<file path="config.mk">
export PLATFORM = sky130hd
export DESIGN_NAME = decode_stage
export DESIGN_NICKNAME = d
export VERILOG_FILES = /design/src/rtl/decode_stage.sv
export SDC_FILE = /design/constraint.sdc
export NUM_CORES = 1
export LEC_CHECK = 0
export CAP_MARGIN = 30
export CORE_ASPECT_RATIO = 0.8
export CORE_UTILIZATION = 50
export CTS_CLUSTER_SIZE = 40
export DETAILED_ROUTE_END_ITERATION = 10
export PLACE_DENSITY = 0.94
export SETUP_SLACK_MARGIN = 0.4
export SLEW_MARGIN = 25
export SYNTH_ARGS = -nofsm -noshare
export SYNTH_HDL_FRONTEND = slang
export SYNTH_SLANG_ARGS = --single-unit
</file>
<file path="constraint.sdc">
create_clock -name Clk -period 4.1 [get_ports Clk]
set_clock_uncertainty 0.05 [all_clocks]
set_input_delay 0.82 -clock Clk [delete_from_list [all_inputs] [get_ports Clk]]
set_output_delay 0.82 -clock Clk [all_outputs]
set_load 0.01 [all_outputs]
</file>
<file path="src/rtl/decode_stage.sv">
// decode_stage: registered, handshaked instruction decoder feeding EX.
// Holds one decoded control word, owns the architectural sc flag, resolves
// branches against the registered sc and stalls fetch while a multi-cycle
// load completes in EX.
module decode_stage #(
  parameter int                 MCODEBITS = 9,
  parameter int                 OPWIDTH   = 4,
  parameter int                 LUTW      = 4,
  parameter logic [OPWIDTH-1:0] ALU_NOP   = 4'b1001,
  parameter int                 LOAD_LAT  = 3
) (
  input  logic                 Clk,
  input  logic                 Reset_n,
  input  logic                 instr_valid,
  input  logic [MCODEBITS-1:0] instr,
  output logic                 instr_ready,
  input  logic                 ex_ready,
  input  logic                 sc_in,
  output logic                 ctrl_valid,
  output logic [OPWIDTH-1:0]   ALUOp,
  output logic                 loadMem,
  output logic                 storeMem,
  output logic                 regWrite,
  output logic                 movInstr,
  output logic                 immVal,
  output logic [1:0]           Branch,
  output logic [LUTW-1:0]      targetLUT,
  output logic                 sc,
  output logic                 take_branch,
  output logic                 flush
);

  // wait counter only has to hold LOAD_LAT-1
  localparam int CW = (LOAD_LAT > 1) ? $clog2(LOAD_LAT) : 1;

  localparam logic [OPWIDTH-1:0] OP_MOV = OPWIDTH'(4'b1000);

  localparam logic [8:0] W_NOP = 9'b011010000;
  localparam logic [8:0] W_CLR = 9'b011011111;
  localparam logic [8:0] W_INV = 9'b011010011;

  typedef enum logic [1:0] {SC_KEEP, SC_CLR, SC_INV, SC_ALU} scop_t;
  typedef enum logic {RUN, LWAIT} state_t;

  typedef struct packed {
    logic [OPWIDTH-1:0] aluop;
    logic               ld;
    logic               st;
    logic               rw;
    logic               mv;
    logic               imm;
    logic [1:0]         br;
    logic [LUTW-1:0]    lut;
    scop_t              scop;
  } ctrl_t;

  localparam ctrl_t CTRL_NOP = '{
    aluop: ALU_NOP, ld: 1'b0, st: 1'b0, rw: 1'b0, mv: 1'b0, imm: 1'b0,
    br: 2'b00, lut: '0, scop: SC_KEEP
  };

  // ISA table, first match wins; sc side effects are carried along and
  // applied only when the word actually issues
  function automatic ctrl_t decode(input logic [8:0] d, input logic [LUTW-1:0] idx);
    ctrl_t c;
    c = CTRL_NOP;
    if (d[8]) begin
      c.aluop = OP_MOV;
      c.rw    = 1'b1;
      c.mv    = 1'b1;
    end else if (d == W_NOP) begin
      c = CTRL_NOP;
    end else if (d == W_CLR) begin
      c.scop = SC_CLR;
    end else if (d == W_INV) begin
      c.scop = SC_INV;
    end else if (d[8:7] == 2'b01) begin
      c.aluop = OPWIDTH'({1'b0, d[6:4]});
      c.rw    = 1'b1;
      // 0111xxxxx and 0100xxxxx are the flag-setting ALU groups
      if (d[6:5] == 2'b11 || d[6:5] == 2'b00) c.scop = SC_ALU;
    end else begin
      case (d[8:4])
        5'b00100: begin c.br = 2'b11; c.lut = idx; end
        5'b00101: begin c.br = 2'b01; c.lut = idx; end
        5'b00110: begin c.br = 2'b10; c.lut = idx; end
        5'b00111: begin c.aluop = OP_MOV; c.rw = 1'b1; c.imm = 1'b1; end
        5'b00010: begin c.ld = 1'b1; c.rw = 1'b1; end
        5'b00011: begin c.st = 1'b1; end
        default:  c = CTRL_NOP;
      endcase
    end
    return c;
  endfunction

  ctrl_t          cw;
  logic           vld_q;
  state_t         state;
  logic [CW-1:0]  cnt;
  logic           run;
  logic           issue;
  logic           accept;

  // a word accepted while a load issues is parked in cw and masked until RUN
  assign run         = (state == RUN);
  assign ctrl_valid  = vld_q & run;
  assign issue       = ctrl_valid & ex_ready;
  assign take_branch = issue & ((cw.br == 2'b11) |
                                ((cw.br == 2'b01) &  sc) |
                                ((cw.br == 2'b10) & ~sc));
  assign flush       = take_branch;
  assign instr_ready = run & (~ctrl_valid | ex_ready) & ~take_branch;
  assign accept      = instr_valid & instr_ready;

  assign ALUOp     = cw.aluop;
  assign loadMem   = cw.ld;
  assign storeMem  = cw.st;
  assign regWrite  = cw.rw;
  assign movInstr  = cw.mv;
  assign immVal    = cw.imm;
  assign Branch    = cw.br;
  assign targetLUT = cw.lut;

  // control register: load on accept, drop valid on a bare issue, else hold
  always_ff @(posedge Clk or negedge Reset_n) begin
    if (!Reset_n) begin
      cw    <= CTRL_NOP;
      vld_q <= 1'b0;
    end else if (accept) begin
      cw    <= decode(instr[MCODEBITS-1 -: 9], instr[LUTW-1:0]);
      vld_q <= 1'b1;
    end else if (issue) begin
      vld_q <= 1'b0;
    end
  end

  // architectural sc flag, updated only by the issuing word
  always_ff @(posedge Clk or negedge Reset_n) begin
    if (!Reset_n) begin
      sc <= 1'b0;
    end else if (issue) begin
      case (cw.scop)
        SC_CLR:  sc <= 1'b0;
        SC_INV:  sc <= ~sc;
        SC_ALU:  sc <= sc_in;
        default: sc <= sc;
      endcase
    end
  end

  // load-latency FSM: park for LOAD_LAT-1 cycles after a load issues
  always_ff @(posedge Clk or negedge Reset_n) begin
    if (!Reset_n) begin
      state <= RUN;
      cnt   <= '0;
    end else begin
      case (state)
        RUN: begin
          if (issue && cw.ld && (LOAD_LAT > 1)) begin
            state <= LWAIT;
            cnt   <= CW'(LOAD_LAT - 1);
          end
        end
        LWAIT: begin
          if (cnt == CW'(1)) begin
            state <= RUN;
            cnt   <= '0;
          end else begin
            cnt <= cnt - CW'(1);
          end
        end
        default: begin
          state <= RUN;
          cnt   <= '0;
        end
      endcase
    end
  end

endmodule

</file>
==> results.txt, run 1 <==
Final nets = 165
FMAX = 0.313 GHz
GP Congestion = 0.751
Crit start category = input port
Most frequent cells in the layout = clkdlybuf4s50_1 (32), nand2_1 (24), dfrtp_1 (20), o21ai_0 (11), nand3_1 (9)
Post-layout util = 66.8%
Initial antenna violation count = 0
Worst reg2reg setup slack = 2.05 ns
Most frequent CP cell = clkdlybuf4s50_1
Htree depth = 1
Synth cell types = 37
Buf+Inv Stages, Crit Path = 2
DRC viols = 4
Final hold violations = 0
Mapped Nets = 144
HPWL Detailed = 1.91 mm
I/O Buffers = 33
Cell Pwr Density = 513 mW/mm²
Worst path max stage delay = 0.58 ns
CP Class = in -> out
CTS-repair resized insts = 0
Final Total Pwr = 759 µW
Adder-cell area share of the yosys netlist = 1.04%
Die width = 56.9 µm
Slowest CP cell = clkdlybuf4s50_1
Post-synthesis simple-gate area fraction = 21.1%
Peak fanout along the critical path = 5
FF-to-FF End = ALUOp[3]
HP Class = in -> async
Post-Synth XOR/XNOR Area = 1.46%
Final ANT Viol Nets = 0
Gate power share = 40.7%
Total GRT Usage = 22.3%
TritonCTS clock tree = built
Vias per inst = 5.56
Synth warn = 0
Synth Area in Compound Gates = 17.2%
Clock power share = 15.9%
Via Count = 967
Largest net degree at the start of global routing = 34
Post-Route WL = 2.58 mm
RR Startpoint = sc
Post-synthesis sequential element count = 22
Sw Pwr = 266 µW
Min Tclk post-route = 3.19 ns
Final setup viols = 0
Row cnt = 15
Placeable Area = 0.00221 mm²
Post-CTS Setup Bufs = 0
Clk buf depth = 2
Maxcap violations = 0
Vias in the first global route = 948
Critical Path AT = 2.32 ns
Post-synthesis sequential area ratio = 45.9%
Pins over their slew limit = 0
CTS clock-pin slew for the worst setup and hold paths = 0.13 ns
Failing checks = DRC
Root Driver = clkbuf_4
Family with the most delay on the worst path = buffers and inverters
Status = finished, violations left
Fin crit share = 77.9%
Ant diodes = 0
Initial DRC count = 39
Leakage = 0.603 nW
Crit path cell chain = clkdlybuf4s50_1 -> nand3b_1 -> nor2_1 -> clkdlybuf4s50_1
Syn Inst Count = 129
Internal power = 493 µW
Overflow after GRT = 0
Post-route setup TNS = 0 ns
Hold_buf cts = 0
Routed length per instance = 14.8 µm
CTS buffer count = 3
Slew headroom = 44.8%
Most common cell after layout, fill and taps aside = clkdlybuf4s50_1
Sw Ratio = 35.0%
Register share of total power = 43.4%
Initial core utilization = 54.4%
Synthesized cell area = 0.00120 mm²
Avg Cell Area, Syn = 9.33 µm²
Fillers = 196
Largest family of logic cells by synthesized area = simple AND/OR/NAND/NOR gates
Mux cell area share after synthesis = 1.98%
RSZ-0062 raised after global routing = no
Fraction of layout cells with a size suffix above 1 = 6.71%
DIE HEIGHT = 45.9 µm
WHS = 0.395 ns
First-pass GRT wire length = 4.30 mm
Ports = 34
Pre-antenna DRT Iters = 7
Path depth of the worst reg2reg path = 4
Total Die Area = 0.00261 mm²
Sink Count = 22
Worst-margin pin slew = 0.825 ns
Worst VDD drop = 259 µV
Worst skew pair latency = 0.31 ns
Worst setup EP type = output pin
Area Overhead vs Synth = 22.9%
Worst Path Required = 3.23 ns
worst register-to-register path, cell delays in order, from the launching register on:
cell and delay [ns]:
dfrtp_1 0.47, mux2i_2 0.36, a41oi_4 0.43, o21bai_1 0.36, o32a_1 0.31
power by group through the flow:
stage	logic, mW	clock network, mW	registers, mW
2_1_floorplan	0.201	0	0.328
3_3_place_gp	0.298	0	0.328
3_5_place_dp	0.312	0	0.332
4_1_cts	0.313	0.123	0.328
5_1_grt	0.340	0.135	0.339
6_report	0.309	0.121	0.329
layout make-up:
class | instances | area (µm²) | area share [%]
Clock buffer | 4 | 36.3 | 2.45
Inverter | 5 | 18.8 | 1.27
Multi-Input combinational cell | 85 | 514 | 34.8
Sequential cell | 22 | 553 | 37.4
Tap cell | 25 | 31.3 | 2.12
Timing Repair Buffer | 33 | 325 | 22.0
metal layers:
| layer | track usage (%) | routed length [µm] | up-vias |
|---|---|---|---|
| li1 | - | - | 475 |
| met5 | 0 | 0 | - |
| met4 | 5.37 | 9 | 0 |
| met2 | 38.8 | 1250 | 38 |
| met3 | 6.82 | 185 | 2 |
| met1 | 27.8 | 1130 | 452 |
cells in the mapped netlist (all sizes together):
| library cell | count | area share [%] |
|---|---|---|
| nor4 | 1 | 0.52 |
| ha | 1 | 1.0 |
| o211ai | 2 | 1.2 |
| dfrtp | 20 | 42 |
| a31oi | 1 | 0.52 |
| a22o | 1 | 0.73 |
| inv | 5 | 1.6 |
| o32a | 1 | 0.83 |
| nor3b | 3 | 1.9 |
| nor2 | 6 | 1.9 |
| nand2b | 3 | 1.6 |
| a41oi | 1 | 2.3 |
| dfstp | 2 | 4.4 |
| nand3b | 2 | 1.2 |
| o21ai | 11 | 4.6 |
| nand2 | 24 | 7.5 |
| nand3 | 9 | 3.7 |
| mux2i | 2 | 2.0 |
| o31ai | 2 | 1.2 |
| nor3 | 1 | 0.42 |
| buf | 15 | 9.0 |
| o41ai | 3 | 2.8 |
| nand4 | 1 | 0.52 |
| clkbuf | 2 | 0.73 |
| nor2b | 1 | 0.52 |
| nand4b | 1 | 0.73 |
| o21bai | 1 | 0.62 |
| a21oi | 2 | 0.83 |
| a2bb2oi | 1 | 0.73 |
| o221ai | 1 | 0.73 |
| xnor2 | 2 | 1.5 |
| and2b | 1 | 0.62 |
flip-flops by register name, summed over array words and instances, names as in the netlist:
| register | flops |
|---|---|
| sc | 1 |
| vld_q | 1 |
| ALUOp | 4 |
| targetLUT | 4 |
| immVal | 1 |
| movInstr | 1 |
| state | 1 |
| Branch | 2 |
| storeMem | 1 |
| cnt | 2 |
| regWrite | 1 |
| cw | 2 |
| loadMem | 1 |
through the flow:
stage	worst slack [ns]	cells	area, µm²
5_1_grt	0.829	174	1480
3_3_place_gp	0.980	170	1450
6_report	0.905	174	1480
4_1_cts	0.900	174	1480
3_5_place_dp	0.903	170	1450
2_1_floorplan	1.88	129	1200
cell families after synthesis:
logic type | count (synthesis)
adder cells (fa/ha/maj) | 1
multiplexers | 2
AO/OA/AOI/OAI | 27
flip-flops | 22
XOR/XNOR | 2
buffers and inverters | 22
AND/OR/NAND/NOR | 53
worst max path at each step:
stage / cells past startpoint / slack (ns) / from / end
final: 4 / 0.91 / ex_ready / flush
after global routing: 4 / 0.83 / ex_ready / take_branch
after global placement: 4 / 0.98 / ex_ready / flush
after CTS: 4 / 0.90 / ex_ready / flush
after floorplan: 3 / 1.88 / ex_ready / take_branch
after detailed placement: 4 / 0.90 / ex_ready / flush
(Power assumes the default switching activity.)
==> run 2, diff against run 1 <==
- CORE_UTILIZATION: 50 -> 42
- PLACE_DENSITY: 0.94 -> 0.85
- clock period: 4.1 -> 2.85 ns (I/O delays scaled with it)
==> results.txt, run 2 (synthesis results as in run 1) <==
I/O Buffers = 33 (unchanged)
Crit path cell chain = dlygate4sd2_1 -> nand3b_1 -> nor2_1 -> clkdlybuf4s50_1
Critical path depth = 4 (unchanged)
Placed insts = 183 (+7.6%)
Worst VDD drop = 413 µV (+60%)
Status = completed
Worst path max stage delay = 0.56 ns (-0.02 ns)
Worst Path Required = 2.23 ns (-1.00 ns)
Register area = 554 µm² (+0.23%)
Final setup viols = 0 (unchanged)
Most frequent cells in the layout = clkdlybuf4s50_1 (31), nand2_1 (24), dfrtp_1 (19), o21ai_0 (11), nand3_1 (9)
Routed length per instance = 12.9 µm (-13%)
Vias per inst = 5.21 (-6.2%)
Cell Pwr Density = 723 mW/mm² (+41%)
Initial antenna violation count = 0 (unchanged)
FMAX = 0.431 GHz
Crit start category = input port
Hold_buf cts = 0 (unchanged)
Final ANT Viol Nets = 0 (unchanged)
Fillers = 227 (+16%)
Pins over their slew limit = 0 (unchanged)
Ports = 34 (unchanged)
Worst reg2reg setup slack = 1.08 ns (-0.97 ns)
Die width = 61.9 µm (+8.8%)
Final Total Pwr = 1.11 mW (+47%)
Worst skew pair latency = 0.30 ns (about the same)
Leakage = 0.630 nW (+4.5%)
Initial DRC count = 42 (+7.7%)
CP Class = in -> out
Fraction of layout cells with a size suffix above 1 = 9.15% (+2.4 points)
Fin crit share = 81.4%
CTS clock-pin slew for the worst setup and hold paths = 0.12 ns (about the same)
CTS buffer count = 3 (unchanged)
FF-to-FF End = regWrite
Ant diodes = 0 (unchanged)
Via Count = 985 (+1.9%)
Buf+Inv Stages, Crit Path = 2 (unchanged)
Family with the most delay on the worst path = buffers and inverters
Overflow after GRT = 0 (unchanged)
Slew headroom = 59.8% (+15 points)
Worst-margin pin slew = 0.602 ns (-0.223 ns)
DIE HEIGHT = 49.9 µm (+8.7%)
Cell area after layout = 0.00154 mm² (+4.1%)
Final hold violations = 0 (unchanged)
RR Startpoint = sc
Placeable Area = 0.00258 mm² (+17%)
GP Congestion = 0.809 (+7.7%)
Post-route setup TNS = 0 ns (unchanged)
Peak fanout along the critical path = 4 (-1)
RSZ-0062 raised after global routing = no
Clk buf depth = 2 (unchanged)
HP Class = reg -> reg
First-pass GRT wire length = 4.24 mm (-1.3%)
Root Driver = clkbuf_4
Min Tclk post-route = 2.32 ns
CP endpoint = take_branch
Post-Route WL = 2.44 mm (-5.2%)
Final nets = 169 (+2.4%)
Placed cell areas = 0.00148 mm² (+2.0%)
Sink Count = 22 (unchanged)
Slowest CP cell = clkdlybuf4s50_1
Most common cell after layout, fill and taps aside = clkdlybuf4s50_1
Initial core utilization = 46.6% (-7.7 points)
Worst setup path start = ex_ready
Htree depth = 1 (unchanged)
Maxcap violations = 0 (unchanged)
Vias in the first global route = 982 (+3.6%)
Worst setup EP type = output pin
HPWL Detailed = 1.79 mm (-6.2%)
Multi-input gate area = 523 µm² (+1.7%)
Hold Crit Start = ALUOp[0]
Post-route insts no fill = 189 (+8.6%)
TritonCTS clock tree = built
Total Die Area = 0.00309 mm² (+18%)
DRC viols = 0 (-4)
Path depth of the worst reg2reg path = 4 (unchanged)
Area Overhead vs Synth = 27.9%
Total GRT Usage = 18.3% (-4.0 points)
Pre-antenna DRT Iters = 4 (-3)
Largest net degree at the start of global routing = 23 (-32%)
Critical Path AT = 1.70 ns (-0.62 ns)
Row cnt = 16 (+1)
==> run 2: timing repair <==
item	CTS	global route
endpoints found under the setup margin	3	1
pin swaps	1	0
setup buffers	2	0
gates resized for setup	3	1
==> run 2: through the flow <==
stage	setup WS [ns]	util (%)	hold WS, ns
after floorplan	1.13	-	0.224
after global placement	0.216	57.2	0.410
after detailed placement	0.162	57.2	0.420
after CTS	0.412	59.5	0.443
after global routing	0.430	59.6	0.469
final	0.531	59.6	0.440
==> run 2: final cells by class <==
class,count,area share (%)
clock buffers,4,2.36
inverters,5,1.22
multi-input cells,85,34.0
flip-flops and latches,22,36.0
well taps,36,2.93
repair buffers,37,23.5
==> run 2: worst register-to-register path, stage by stage, from the launching register on <==
cell      delay (ns)
dfrtp_2         0.45
mux2i_4         0.21
a41oi_4         0.55
o21bai_1        0.26
o211ai_1        0.14
==> run 2: power by group <==
part	internal, mW	switching [mW]
registers	0.404	0.0684
clock network	0.0779	0.0924
logic	0.249	0.220
total	0.731	0.381
==> run 2: metal layers <==
metal  vias up  part of all wire, %  global-route usage [%]
li1        492                    -                       -
met1       464                   48                    23.8
met2        29                   48                    30.6
met3         0                  4.3                    5.25
met4         0                    0                    2.59
met5         -                    0                       0
==> run 2: worst min path at each step <==
stage | to | depth (start not counted)
after global placement | ALUOp[0] | 2
after CTS | ALUOp[0] | 2
after detailed placement | ALUOp[0] | 2
after global routing | ALUOp[0] | 2
final | ALUOp[0] | 2
after floorplan | ALUOp[1] | 0
==> run 3, diff against run 2 <==
- CORE_UTILIZATION: 42 -> 47
- PLACE_DENSITY: 0.85 -> 0.9
- clock period: 2.85 -> 2.45 ns (I/O delays scaled with it)
==> results.txt, run 3 (synthesis results as in run 1) <==
Status = completed
Ant diodes = 0 (unchanged)
Worst-margin pin slew = 0.574 ns (-0.0280 ns)
Worst Path Required = 1.91 ns (-0.32 ns)
Placed cell areas = 0.00151 mm² (+2.0%)
Family with the most delay on the worst path = buffers and inverters
Critical Path AT = 1.45 ns (-0.25 ns)
Initial DRC count = 45 (+7.1%)
Cell Pwr Density = 853 mW/mm² (+18%)
RSZ-0062 raised after global routing = yes
DIE HEIGHT = 47.3 µm (-5.2%)
Root Driver = clkbuf_4
Die width = 58.6 µm (-5.3%)
Worst skew pair latency = 0.30 ns (about the same)
Crit path cell chain = nor2b_1 -> clkdlybuf4s50_1
Buf+Inv Stages, Crit Path = 1 (-1)
Most common cell after layout, fill and taps aside = clkdlybuf4s50_1
Peak fanout along the critical path = 6 (+2)
Worst VDD drop = 594 µV (+44%)
Most frequent cells in the layout = clkdlybuf4s50_1 (29), nand2_1 (24), dfrtp_1 (18), o21ai_0 (11), buf_4 (10)
Pre-antenna DRT Iters = 4 (unchanged)
CTS buffer count = 3 (unchanged)
Leakage = 0.655 nW (+3.9%)
I/O Buffers = 33 (unchanged)
HP Class = reg -> reg
WHS = 0.438 ns (-0.00242 ns)
Routed length per instance = 14.1 µm (+8.9%)
Fraction of layout cells with a size suffix above 1 = 15.7% (+6.6 points)
Largest net degree at the start of global routing = 23 (unchanged)
Clk buf depth = 2 (unchanged)
Slowest CP cell = clkdlybuf4s50_1
Post-route setup TNS = 0 ns (unchanged)
Final nets = 175 (+3.6%)
Pins over their slew limit = 0 (unchanged)
GP Congestion = 0.864 (+6.8%)
DRC viols = 0 (unchanged)
CP Class = reg -> out
Initial antenna violation count = 0 (unchanged)
Post-Route WL = 2.75 mm (+12%)
HPWL Detailed = 1.99 mm (+11%)
CTS clock-pin slew for the worst setup and hold paths = 0.12 ns (about the same)
Maxcap violations = 0 (unchanged)
TritonCTS clock tree = built
Cell area after layout = 0.00158 mm² (+2.6%)
Sink Count = 22 (unchanged)
Via Count = 1,035 (+5.1%)
Crit start category = flip-flop
Total Die Area = 0.00277 mm² (-10%)
Worst reg2reg setup slack = 0.64 ns (-0.44 ns)
First-pass GRT wire length = 4.34 mm (+2.3%)
Hold_buf cts = 0 (unchanged)
Final setup viols = 0 (unchanged)
FMAX = 0.503 GHz
Vias per inst = 5.31 (+1.8%)
Overflow after GRT = 0 (unchanged)
Area Overhead vs Synth = 31.2%
Ports = 34 (unchanged)
Fin crit share = 81.2%
Final hold violations = 0 (unchanged)
Vias in the first global route = 979 (-0.31%)
Htree depth = 1 (unchanged)
Worst path max stage delay = 0.55 ns (about the same)
Worst setup EP type = output pin
Post-layout util = 64.7% (+5.1 points)
Placeable Area = 0.00244 mm² (-5.4%)
Min Tclk post-route = 1.99 ns
Slew headroom = 61.6% (+1.9 points)
Total GRT Usage = 21.7% (+3.4 points)
Row cnt = 16 (unchanged)
Initial core utilization = 49.3% (+2.7 points)
Final ANT Viol Nets = 0 (unchanged)
run 3: cell count changes in the layout (fill, tap and decap cells not counted), sizes merged:
| cell | change |
|---|---|
| clkbuf | +1 |
| dlygate4sd2 | +1 |
| clkdlybuf4s50 | -2 |
| dlymetal6s2s | -1 |
| buf | +7 |
run 3: metal layers:
layer  routed length [µm]  global-route usage, %  vias up
li1                     -                      -      499
met1                 1190                   24.7      490
met2                 1410                   43.0       42
met3                  136                   5.51        4
met4                   14                   3.33        0
met5                    0                      0        -
run 3: worst min-delay path, stage by stage, from the launching register on:
cell and delay, ns:
dfrtp_1 0.36, nand2_1 0.05, o31ai_1 0.05
run 3: final timing paths:
kind / from / end / depth (start not counted)
setup / recovery: state / ctrl_valid / 2
hold / removal: immVal / immVal / 2
setup reg to reg: sc / regWrite / 5
hold reg to reg: immVal / immVal / 2
max in group asynchronous: Reset_n / ALUOp[3] / 2
min in group asynchronous: Reset_n / immVal / 2
run 3: area by class of cell:
class,instances,area (µm²)
clock buffers,4,36.3
fillers,209,863
inverters,5,18.8
multi-input cells,85,531
flip-flops and latches,22,556
well taps,36,45.0
repair buffers,43,393
run 3: power by group:
group / leakage [nW] / switching (mW) / internal, mW
clock network: 0.0210 / 0.107 / 0.0908
logic: 0.356 / 0.281 / 0.314
registers: 0.278 / 0.0820 / 0.471
run 3: what timing repair did:
| item | in CTS | in global routing |
|---|---|---|
| pin swaps | 2 | 0 |
| resized for setup | 9 | 5 |
| hold endpoints to repair | 0 | 0 |
| setup buffers | 3 | 1 |
| setup endpoints to repair | 3 | 4 |
run 3: stage by stage:
| stage | power [mW] | setup WS [ns] | instances |
|---|---|---|---|
| after floorplan | 0.885 | 0.829 | 129 |
| after global placement | 1.07 | 0.143 | 187 |
| after detailed placement | 1.11 | 0.0250 | 187 |
| after CTS | 1.34 | 0.389 | 194 |
| after global routing | 1.44 | 0.395 | 195 |
| final | 1.35 | 0.460 | 195 |
